[src/rtl/stream_split.sv]
// stream_split: fans one valid/ready input stream out to two independent
// output streams. Each accepted beat {left, right} is written to a per-side
// FIFO in the same cycle; the two sides then drain independently, so one
// consumer may run up to a FIFO depth ahead of the other before input stalls.
//
// Ports:
//   clk, reset                     sole clock; synchronous active-high reset
//   i_valid/i_ready/i_data         input stream, i_data = {left, right}
//   o_left_valid/ready/data        left output stream (LEFT_WIDTH)
//   o_right_valid/ready/data       right output stream (RIGHT_WIDTH)
//
// Build option: define STREAM_SPLIT_OUTREG_EN to insert a 2-entry skid
// buffer between each FIFO head and its output port (registered outputs,
// 2-cycle latency, per-side capacity DEPTH+2).

module stream_split_side #(
  parameter int unsigned W       = 8,
  parameter int unsigned ADDR_SZ = 1
) (
  input  logic         clk,
  input  logic         reset,
  input  logic         push,
  input  logic [W-1:0] wdata,
  output logic         full,
  output logic         o_valid,
  input  logic         o_ready,
  output logic [W-1:0] o_data
);
  localparam int unsigned DEPTH = 1 << ADDR_SZ;
  localparam logic [ADDR_SZ:0] FULL_CNT = (ADDR_SZ + 1)'(DEPTH);

  logic [W-1:0]       mem [DEPTH];
  logic [ADDR_SZ-1:0] wptr, rptr;
  logic [ADDR_SZ:0]   cnt;
  logic               rd_en;
  logic               head_v;
  logic [W-1:0]       head_d;

  assign full   = (cnt == FULL_CNT);
  // Head is masked during reset so nothing can be popped while state clears.
  assign head_v = (cnt != '0) && !reset;
  assign head_d = mem[rptr];

  always_ff @(posedge clk) begin
    if (reset) begin
      wptr <= '0;
      rptr <= '0;
      cnt  <= '0;
    end else begin
      if (push)  wptr <= wptr + 1'b1;
      if (rd_en) rptr <= rptr + 1'b1;
      case ({push, rd_en})
        2'b10:   cnt <= cnt + 1'b1;
        2'b01:   cnt <= cnt - 1'b1;
        default: ;
      endcase
    end
  end

  always_ff @(posedge clk) begin
    if (push && !reset) mem[wptr] <= wdata;
  end

`ifdef STREAM_SPLIT_OUTREG_EN
  // hd_* is the registered output slot, sk_* catches one extra beat. The FIFO
  // is read only when the skid slot is free, so o_ready never reaches rd_en.
  logic         hd_v, sk_v;
  logic [W-1:0] hd_d, sk_d;
  logic         pop;

  assign rd_en = head_v && !sk_v;
  assign pop   = hd_v && o_ready;

  always_ff @(posedge clk) begin
    if (reset) begin
      hd_v <= 1'b0;
      hd_d <= '0;
      sk_v <= 1'b0;
      sk_d <= '0;
    end else if (pop) begin
      if (sk_v) begin
        hd_v <= 1'b1;
        hd_d <= sk_d;
        sk_v <= 1'b0;
        sk_d <= '0;
      end else if (rd_en) begin
        hd_v <= 1'b1;
        hd_d <= head_d;
      end else begin
        hd_v <= 1'b0;
        hd_d <= '0;
      end
    end else if (rd_en) begin
      if (!hd_v) begin
        hd_v <= 1'b1;
        hd_d <= head_d;
      end else begin
        sk_v <= 1'b1;
        sk_d <= head_d;
      end
    end
  end

  assign o_valid = hd_v;
  assign o_data  = hd_d;
`else
  assign rd_en   = head_v && o_ready;
  assign o_valid = head_v;
  assign o_data  = head_v ? head_d : '0;
`endif
endmodule

module stream_split #(
  parameter int unsigned LEFT_WIDTH   = 8,
  parameter int unsigned RIGHT_WIDTH  = 8,
  parameter int unsigned FIFO_ADDR_SZ = 1,
  parameter int unsigned IN_WIDTH     = LEFT_WIDTH + RIGHT_WIDTH
) (
  input  logic                   clk,
  input  logic                   reset,
  input  logic                   i_valid,
  output logic                   i_ready,
  input  logic [IN_WIDTH-1:0]    i_data,
  output logic                   o_left_valid,
  input  logic                   o_left_ready,
  output logic [LEFT_WIDTH-1:0]  o_left_data,
  output logic                   o_right_valid,
  input  logic                   o_right_ready,
  output logic [RIGHT_WIDTH-1:0] o_right_data
);
  logic left_full, right_full;
  logic push;

  // Ready depends only on registered FIFO counts, never on consumer ready.
  assign i_ready = !reset && !left_full && !right_full;
  assign push    = i_valid && i_ready;

  stream_split_side #(
    .W       (LEFT_WIDTH),
    .ADDR_SZ (FIFO_ADDR_SZ)
  ) u_left (
    .clk     (clk),
    .reset   (reset),
    .push    (push),
    .wdata   (i_data[IN_WIDTH-1:RIGHT_WIDTH]),
    .full    (left_full),
    .o_valid (o_left_valid),
    .o_ready (o_left_ready),
    .o_data  (o_left_data)
  );

  stream_split_side #(
    .W       (RIGHT_WIDTH),
    .ADDR_SZ (FIFO_ADDR_SZ)
  ) u_right (
    .clk     (clk),
    .reset   (reset),
    .push    (push),
    .wdata   (i_data[RIGHT_WIDTH-1:0]),
    .full    (right_full),
    .o_valid (o_right_valid),
    .o_ready (o_right_ready),
    .o_data  (o_right_data)
  );
endmodule

[config.mk]
export PLATFORM = sky130hd
export DESIGN_NAME = stream_split
export DESIGN_NICKNAME = d
export VERILOG_FILES = /design/src/rtl/stream_split.sv
export SDC_FILE = /design/constraint.sdc
export NUM_CORES = 1
export LEC_CHECK = 0
export CAP_MARGIN = 20
export CORE_MARGIN = 2
export CORE_UTILIZATION = 42
export CTS_CLUSTER_DIAMETER = 120
export CTS_CLUSTER_SIZE = 16
export DETAILED_ROUTE_END_ITERATION = 7
export PLACE_DENSITY = 0.84
export RECOVER_POWER = 50
export SETUP_SLACK_MARGIN = 0.05
export SLEW_MARGIN = 20
export SYNTH_ARGS = -nofsm -noshare
export SYNTH_HDL_FRONTEND = slang
export SYNTH_SLANG_ARGS = --single-unit
[constraint.sdc]
create_clock -name clk -period 1.85 [get_ports clk]
set_input_delay 0.37 -clock clk [delete_from_list [all_inputs] [get_ports clk]]
set_output_delay 0.37 -clock clk [all_outputs]
set_load 0.02 [all_outputs]
==> impl_metrics.toml, run 1 <==
[die]
initial_utilization = 0.430
core_area_um2 = 3940
row_count = 23
dieArea_um2 = 4560
die_h_um = 67.5
pin_count = 40
die_w_um = 67.5

[placement]
gp_congestion = 0.792
dp_hpwl_um = 2390
place.port_buffers = 39
pre_cts_slack_ps = -551

[global_routing]
grt_max_degree = 14
track_usage = 0.154
first_global_vias = 1151
grt_antenna_before_repair = 0
grt_pass1_wl_um = 4950
globalRouteOverflowTotal = 0

[critical_path]
startpoint_type = "flop"
cp_data_arrival_time_ps = 2060
crit_fanout = 4
crit_buf_inv = 0
cp_top_family = "simple AND/OR/NAND/NOR gates"
rrSetupSlack_ps = 10
max_stage_delay_ps = 530
r2r-end = "u_left.cnt[1]$_SDFFE_PP0P_"
endpoint_kind = "flop"
worstSetupPathDepth = 6
crit_chain = "nor2b_4, or4b_4, ha_4, xnor2_2, or3_1, a21oi_2"
cp_slowest_cell = "or4b_4"
path_class = "flop to flop"
worstRegToRegCells = 6
crit_required_ps = 2070
r2r-start = "u_left.cnt[1]$_SDFFE_PP0P_"

[sta]
skew_ps = 2.77
fin_crit_sh = 0.994
rsz0062_at_grt = "yes"
max_freq_ghz = 0.544
setup_violations = 0
holdWs_ps = 340
min_period_ps = 1840
max_slew_margin = 0.807
finalHoldViolCount = 0
worst_slew_pin_slew_ps = 288
slew_viol_final = 0
worst_slack_ps = 11.5
fin_setup_tns_ps = 0

[clock_tree]
hold_buffers = 0
clock_sinks = 42
root_buffer = "clkbuf_8"
numCtsBuffers = 5
htreeDepth = 2
post-cts-setup-buffers = 0
cts_buffer_depth = 2
clk_latency_ps = 290
cts_tree = "built"
path_clk_slew_ps = 70

[final_layout]
drive_above_1_share = 0.306
layout.nets = 195
antenna_cells = 0
area_growth_pct = 41.2

[detailed_routing]
drt_iter0_markers = 17
wl_met2_um = 1660
wl_met1_um = 1230
vias = 1061
routed_wl_um = 3090
top_layer = "met4"
dr.pass1.iters = 5
antenna_left = 0
met3_length_um = 102
routed_via_density = 4.76
remaining_drc_errors = 0
wl_per_cell_um = 13.9

[min_path]
min_delay_path_depth = 2
min_to = "u_left.cnt[1]$_SDFFE_PP0P_"
hold_path_class = "primary input to flop"
hp-start = "reset"

[synth]
synthTopCellsByArea = "edfxtp_1, mux2i_1, dfxtp_1"
synthTopCellsByCount = "edfxtp_1, mux2i_1, nor2_1"
synth.distinct_cells = 22
ys_warn_count = 0
synth_largest_area_cell = "edfxtp_1"
yosysTopAreaCellShare = 0.567
synth_edf_count = 32
ys_async_sr_fraction = 0
synth.most_common_cell = "edfxtp_1"
ys.flop_type = "edfxtp_1"
ys_ff_latch = 42
synthCells = 118
ys_seq_area_frac = 0.685
syn_area_per_cell_um2 = 14.4
syn_nets = 141
syn-cell-area_um2 = 1700

[pwr]
power.leakage_nw = 0.903
irDropWorstVdd_v = 0.000482
power_density_nw_per_um2 = 964

[run]
max_cap_violations = 0

[outcome]
status = "finished clean"
[worst reg2reg max path: cells and delay by family (launching register included)]
family | cells | cell delay (ps)
simple gates | 3 | 980
flops | 1 | 350
fa+ha+maj | 1 | 190
compound gates | 1 | 130
xor+xnor | 1 | 120
[cell usage in the layout (no fill, tap or decap), drive strengths merged]
cell            n
nand2b          4
dfxtp          10
dlygate4sd3    16
xor2            2
buf            14
mux2i          22
edfxtp         32
dlygate4sd2     8
or4b            1
nor2b           2
o21ai           2
a21oi           2
or3             2
and3            2
nor3            1
inv             2
nor2           20
clkdlybuf4s15   3
clkdlybuf4s50   2
xnor2           2
o21bai          2
clkinv          2
clkbuf         15
ha              2
and2            2
bufinv          1
[registers in the layout (all words and copies together), names as in the netlist, named ones only]
register and flops:
u_left.cnt 2, u_left.mem 16, u_left.rptr 1, u_left.wptr 1, u_right.cnt 2, u_right.mem 16, u_right.rptr 1, u_right.wptr 1
[logic make-up (layout without fill, tap and decap cells)]
| family | after synthesis | in the layout | synth area share |
|---|---|---|---|
| multiplexers | 22 | 22 | 0.130 |
| AO/OA/AOI/OAI | 6 | 6 | 0.0251 |
| flip-flops | 42 | 42 | 0.685 |
| AND/OR/NAND/NOR | 34 | 34 | 0.101 |
| XOR/XNOR | 4 | 4 | 0.0207 |
| adder cells (fa/ha/maj) | 2 | 2 | 0.0148 |
| buffers and inverters | 8 | 63 | 0.0236 |
[power breakdown]
group	switching [mW]	total, mW	internal [mW]
Clock	0.289	0.686	0.397
Combinational	0.212	0.437	0.224
Sequential	0.0769	1.18	1.11
[through the flow]
step	utilization	instances	area (um2)	total power, mW
2_1_floorplan	-	118	1740	1.44
3_3_place_gp	0.582	215	2290	1.63
3_5_place_dp	0.582	215	2290	1.66
4_1_cts	0.608	223	2400	2.32
5_1_grt	0.607	223	2390	2.40
6_report	0.607	223	2390	2.31
[repair_timing]
item                                    CTS  global route
resized for setup                        32            30
endpoints found under the setup margin   39            37
pin swaps                                 1             0
[worst max-delay path by stage]
stage                                      startpoint                          end  slack, ps
after global placement                          reset               o_left_data[4]       -470
after CTS                 u_right.cnt[1]$_SDFFE_PP0P_  u_right.cnt[1]$_SDFFE_PP0P_          5
after global routing      u_right.cnt[1]$_SDFFE_PP0P_  u_right.cnt[1]$_SDFFE_PP0P_        -50
after detailed placement                        reset   u_left.cnt[1]$_SDFFE_PP0P_       -550
after floorplan                                 reset   u_left.cnt[1]$_SDFFE_PP0P_        -10
final                      u_left.cnt[1]$_SDFFE_PP0P_   u_left.cnt[1]$_SDFFE_PP0P_         10
[routing by layer]
metal  global-route usage  vias to the layer above
li1                     -                      530
met1                0.174                      502
met2                0.246                       20
met3               0.0467                        9
met4                0.110                        0
met5                    0                        -
[layout make-up]
cell class / instances / area [um2]
Clock buffer: 5 / 68.8
Tap cell: 50 / 62.6
Multi-Input combinational cell: 68 / 567
Clock inverter: 3 / 40.0
Fill cell: 287 / 1550
Sequential cell: 42 / 1180
Inverter: 2 / 7.51
Timing Repair Buffer: 53 / 469
Power figures use the tool's default switching activity.
==> run 2, diff against run 1 <==
--- a/config.mk
+++ b/config.mk
@@ -6,7 +6,7 @@
 export NUM_CORES = 1
 export LEC_CHECK = 0
 export CAP_MARGIN = 20
-export CORE_MARGIN = 2
+export CORE_MARGIN = 5
 export CORE_UTILIZATION = 42
 export CTS_CLUSTER_DIAMETER = 120
 export CTS_CLUSTER_SIZE = 16
==> run 2 against run 1 <==
Effect of this change: the run now ends with negative setup slack left; non-clock buffer count rose by 6; hold slack improved by 140 ps; sequential share of layout area fell by 0.91 points; power fell by 3.6%; via count rose by 2.1%.
==> impl_metrics.toml, run 2 (same netlist as run 1, synthesis figures left out) <==
[global_routing]
grt_pass1_wl_um = 5530
first_global_vias = 1135
grt_max_degree = 12
track_usage = 0.141
grt_antenna_before_repair = 0
globalRouteOverflowTotal = 0

[outcome]
violations = "negative setup slack"
status = "finished with violations"

[detailed_routing]
routed_wl_um = 3650
dr.pass1.iters = 2
wl_per_cell_um = 15.9
vias = 1083
routed_via_density = 4.73
remaining_drc_errors = 0
drt_iter0_markers = 40
antenna_left = 0

[sta]
skew_ps = 9.14
worst_slew_pin_slew_ps = 337
fin_setup_tns_ps = -103
slew_viol_final = 0
setup_violations = 2
min_period_ps = 1950
finalHoldViolCount = 0
rsz0062_at_grt = "yes"
max_freq_ghz = 0.514
max_slew_margin = 0.773
fin_crit_sh = 1.05
worst_slack_ps = -97.3

[min_path]
min_delay_path_depth = 1
hp-start = "u_right.rptr$_SDFFE_PP0P_"
hold_path_class = "flop to flop"

[die]
initial_utilization = 0.430
die_h_um = 73.5
die_w_um = 73.5
row_count = 23
pin_count = 40
core_area_um2 = 3940
dieArea_um2 = 5410

[critical_path]
endpoint_kind = "flop"
path_class = "flop to flop"
cp_data_arrival_time_ps = 2160
crit_required_ps = 2060
startpoint_type = "flop"
r2r-start = "u_right.cnt[1]$_SDFFE_PP0P_"
r2r-end = "u_right.cnt[1]$_SDFFE_PP0P_"
crit_fanout = 4
rrSetupSlack_ps = -100
worstRegToRegCells = 6

[clock_tree]
clock_sinks = 42
htreeDepth = 2
hold_buffers = 0
root_buffer = "clkbuf_8"
clk_latency_ps = 290
cts_tree = "built"
numCtsBuffers = 5
path_clk_slew_ps = 70
cts_buffer_depth = 2

[placement]
pre_cts_slack_ps = -504
gp_congestion = 0.771
dp_cells = 216
place.port_buffers = 39
dp_hpwl_um = 2560

[run]
max_cap_violations = 0

[final_layout]
final_cells = 229
layout.nets = 202
regArea_um2 = 1180
num-fill-cells = 282
final_util = 0.617
final_cell_mix = "edfxtp_1, mux2i_1, nor2_1, dlygate4sd3_1, buf_4"
layout_commonest_cell = "edfxtp_1"
area_growth_pct = 43.5
drive_above_1_share = 0.307
top_regs = "u_left.mem x16, u_right.mem x16"
multi_input_area_um2 = 591
antenna_cells = 0

[pwr]
irDropWorstVdd_v = 0.000446
power_density_nw_per_um2 = 914
power.leakage_nw = 0.918
[run 2: cell types whose count changed in the layout (fill, tap and decap cells not counted), sizes merged]
cell,change
buf,+6
clkdlybuf4s15,+2
clkbuf,+1
o21bai,+1
clkinv,-2
dlygate4sd2,-1
bufinv,-1
[run 2: cell type report]
cell class,count,share of cell area
timing repair buffer,59,0.214
sequential,42,0.483
clock buffer,7,0.0314
tap,50,0.0257
inverter,2,0.00308
multi-input combinational,69,0.243
[run 2: report_power, final]
group          switching [mW]  internal, mW  total, mW  leakage, nW
sequential             0.0687          1.11       1.18        0.379
clock                   0.278         0.260      0.538       0.0383
combinational           0.243         0.267      0.511        0.501
total                   0.590          1.63       2.22        0.918
[run 2: worst max-delay path: stages (launching register included)]
cell,delay (ps)
dfxtp_2,320
nor2b_4,120
or4b_4,590
ha_4,200
xnor2_2,130
or3_4,390
a21oi_2,130
[run 2: worst max-delay path by stage]
stage,from,to,slack (ps),depth (start not counted)
detailed placement,reset,u_right.cnt[1]$_SDFFE_PP0P_,-500,6
global placement,reset,u_left.cnt[1]$_SDFFE_PP0P_,-420,5
CTS,u_left.cnt[1]$_SDFFE_PP0P_,u_right.cnt[1]$_SDFFE_PP0P_,-50,6
global route,u_right.cnt[1]$_SDFFE_PP0P_,u_right.cnt[1]$_SDFFE_PP0P_,-150,6
floorplan,reset,u_left.cnt[1]$_SDFFE_PP0P_,-10,8
finish,u_right.cnt[1]$_SDFFE_PP0P_,u_right.cnt[1]$_SDFFE_PP0P_,-100,6
[run 2: repair_timing]
item | in CTS | in global routing
endpoints found under the setup margin | 39 | 24
buffers inserted | 1 | 4
resized for setup | 28 | 31
pin swaps | 5 | 5
cloned | 1 | 0
[run 2: metal layers]
layer | wire (um) | track usage
met2 | 2030 | 0.241
met5 | 0 | 0
met4 | 75 | 0.0765
met3 | 113 | 0.0328
met1 | 1430 | 0.160
[run 2: metrics by stage]
stage / area (um2) / hold slack [ps] / total power [mW]
global placement: 2300 / 448 / 1.64
CTS: 2390 / 483 / 2.19
global route: 2430 / 507 / 2.33
finish: 2430 / 478 / 2.22
detailed placement: 2300 / 469 / 1.67
floorplan: 1740 / 438 / 1.44
==> run 3, diff against run 2 <==
--- a/config.mk
+++ b/config.mk
@@ -11,7 +11,7 @@
 export CTS_CLUSTER_DIAMETER = 120
 export CTS_CLUSTER_SIZE = 16
 export DETAILED_ROUTE_END_ITERATION = 7
-export PLACE_DENSITY = 0.84
+export PLACE_DENSITY_LB_ADDON = 0.12
 export RECOVER_POWER = 50
 export SETUP_SLACK_MARGIN = 0.05
 export SLEW_MARGIN = 20
==> constraint.sdc (replaced) <==
create_clock -name clk -period 2 [get_ports clk]
set_input_delay 0.4 -clock clk [delete_from_list [all_inputs] [get_ports clk]]
set_output_delay 0.4 -clock clk [all_outputs]
set_load 0.02 [all_outputs]
==> run 3 against run 2 <==
Effect of this change: the run now ends clean; utilization decreased by 3.2 points; combinational power decreased by 23%; power decreased by 12%; count of clock-buffer cells in the layout decreased by 2; critical endpoint is now u_left.cnt[1]$_SDFFE_PP0P_.
==> impl_metrics.toml, run 3 (same netlist as run 1, synthesis figures left out) <==
[outcome]
status = "finished clean"

[min_path]
hold_path_class = "primary input to flop"
min_delay_path_depth = 2
hp-start = "reset"
min_to = "u_left.cnt[1]$_SDFFE_PP0P_"

[sta]
finalHoldViolCount = 0
max_slew_margin = 0.689
skew_ps = 3.74
max_freq_ghz = 0.538
min_period_ps = 1860
rsz0062_at_grt = "no"
worst_slew_pin_slew_ps = 466
slew_viol_final = 0
worst_slack_ps = 140
fin_crit_sh = 0.930
setup_violations = 0

[die]
die_w_um = 73.5
row_count = 23
pin_count = 40
dieArea_um2 = 5410
initial_utilization = 0.430
die_h_um = 73.5
core_area_um2 = 3940

[clock_tree]
clk_latency_ps = 280
cts_tree = "built"
cts_buffer_depth = 2
path_clk_slew_ps = 70
numCtsBuffers = 5
root_buffer = "clkbuf_8"
htreeDepth = 2
hold_buffers = 0
clock_sinks = 42

[placement]
gp_congestion = 0.708
pre_cts_slack_ps = -493
place.port_buffers = 39
dp_hpwl_um = 2390
placed_cell_area_um2 = 2250

[final_layout]
final_util = 0.585
area_growth_pct = 36.1
finalInstanceArea_um2 = 2310
antenna_cells = 0
final_cell_mix = "edfxtp_1, mux2i_1, nor2_1, dlygate4sd2_1, dlygate4sd3_1"
drive_above_1_share = 0.174
layout_commonest_cell = "edfxtp_1"
layout.nets = 195
top_regs = "u_left.mem x16, u_right.mem x16"

[critical_path]
endpoint_kind = "flop"
crit_buf_inv = 0
rrSetupSlack_ps = 140
cp_slowest_cell = "or4b_4"
path_class = "flop to flop"
crit_required_ps = 2220
crit_fanout = 3
cp-startpoint = "u_left.cnt[1]$_SDFFE_PP0P_"
crit_chain = "nor2b_1, or4b_4, ha_4, xnor2_1, or3_1, a21oi_2"
startpoint_type = "flop"
cp_data_arrival_time_ps = 2080
r2r-end = "u_left.cnt[1]$_SDFFE_PP0P_"
cp_top_family = "simple AND/OR/NAND/NOR gates"
max_stage_delay_ps = 570
worstRegToRegCells = 6
r2r-start = "u_left.cnt[1]$_SDFFE_PP0P_"

[global_routing]
track_usage = 0.124
grt_max_degree = 13
first_global_vias = 1124
grt_antenna_before_repair = 0
grt_pass1_wl_um = 4970
globalRouteOverflowTotal = 0

[pwr]
total_power_mw = 1.95
irDropWorstVdd_v = 0.000540
power_density_nw_per_um2 = 846
power.leakage_nw = 0.905

[detailed_routing]
antenna_left = 0
routed_via_density = 4.85
dr.pass1.iters = 4
routed_wl_um = 3140
wl_per_cell_um = 14.2
remaining_drc_errors = 0
vias = 1077
drt_iter0_markers = 48

[run]
max_cap_violations = 0
-- run 3: cell types whose count changed in the layout (fill, tap and decap cells not counted), sizes merged --
cell / delta
dlygate4sd2: +13
buf: -9
clkbuf: -7
clkdlybuf4s15: -5
clkinv: +2
o21bai: -1
-- run 3: layer usage --
| layer | routed length [um] | share of wire | global-route usage | vias to the layer above |
|---|---|---|---|---|
| met1 | 1310 | 0.42 | 0.143 | 520 |
| met3 | 134 | 0.043 | 0.0424 | 4 |
| met2 | 1640 | 0.52 | 0.207 | 21 |
| met4 | 54 | 0.017 | 0.0543 | 0 |
| li1 | - | - | - | 532 |
| met5 | 0 | 0 | 0 | - |
-- run 3: metrics by stage --
step	hold slack, ps	setup TNS [ps]	cells
global placement	452	-13990	215
detailed placement	463	-15030	215
floorplan	438	0	118
CTS	474	0	222
global route	391	0	222
finish	386	0	222
-- run 3: what timing repair did --
action | CTS | global route
endpoints found under the setup margin | 39 | 3
pin swaps | 1 | 0
setup buffers | 0 | 0
resized for setup | 26 | 6
-- run 3: how the worst max path moves through the flow --
stage	end	slack, ps	cells after the start
2_1_floorplan	u_right.cnt[1]$_SDFFE_PP0P_	10	6
3_3_place_gp	u_right.cnt[1]$_SDFFE_PP0P_	-440	7
3_5_place_dp	u_left.cnt[1]$_SDFFE_PP0P_	-490	5
4_1_cts	u_right.cnt[1]$_SDFFE_PP0P_	50	5
5_1_grt	u_left.cnt[1]$_SDFFE_PP0P_	40	8
6_report	u_left.cnt[1]$_SDFFE_PP0P_	140	6
-- run 3: power breakdown --
part	internal, mW	leakage (nW)	switching, mW	total [mW]
clock network	0.234	0.0438	0.251	0.484
registers	1.02	0.377	0.0525	1.07
logic	0.192	0.483	0.202	0.394
total	1.45	0.905	0.505	1.95
-- run 3: cell type report --
type / count / area, um2
Clock buffer: 5 / 68.8
Clock inverter: 2 / 10.0
Fill cell: 313 / 1640
Inverter: 2 / 7.51
Multi-Input combinational cell: 68 / 536
Sequential cell: 42 / 1170
Tap cell: 50 / 62.6
Timing Repair Buffer: 53 / 454
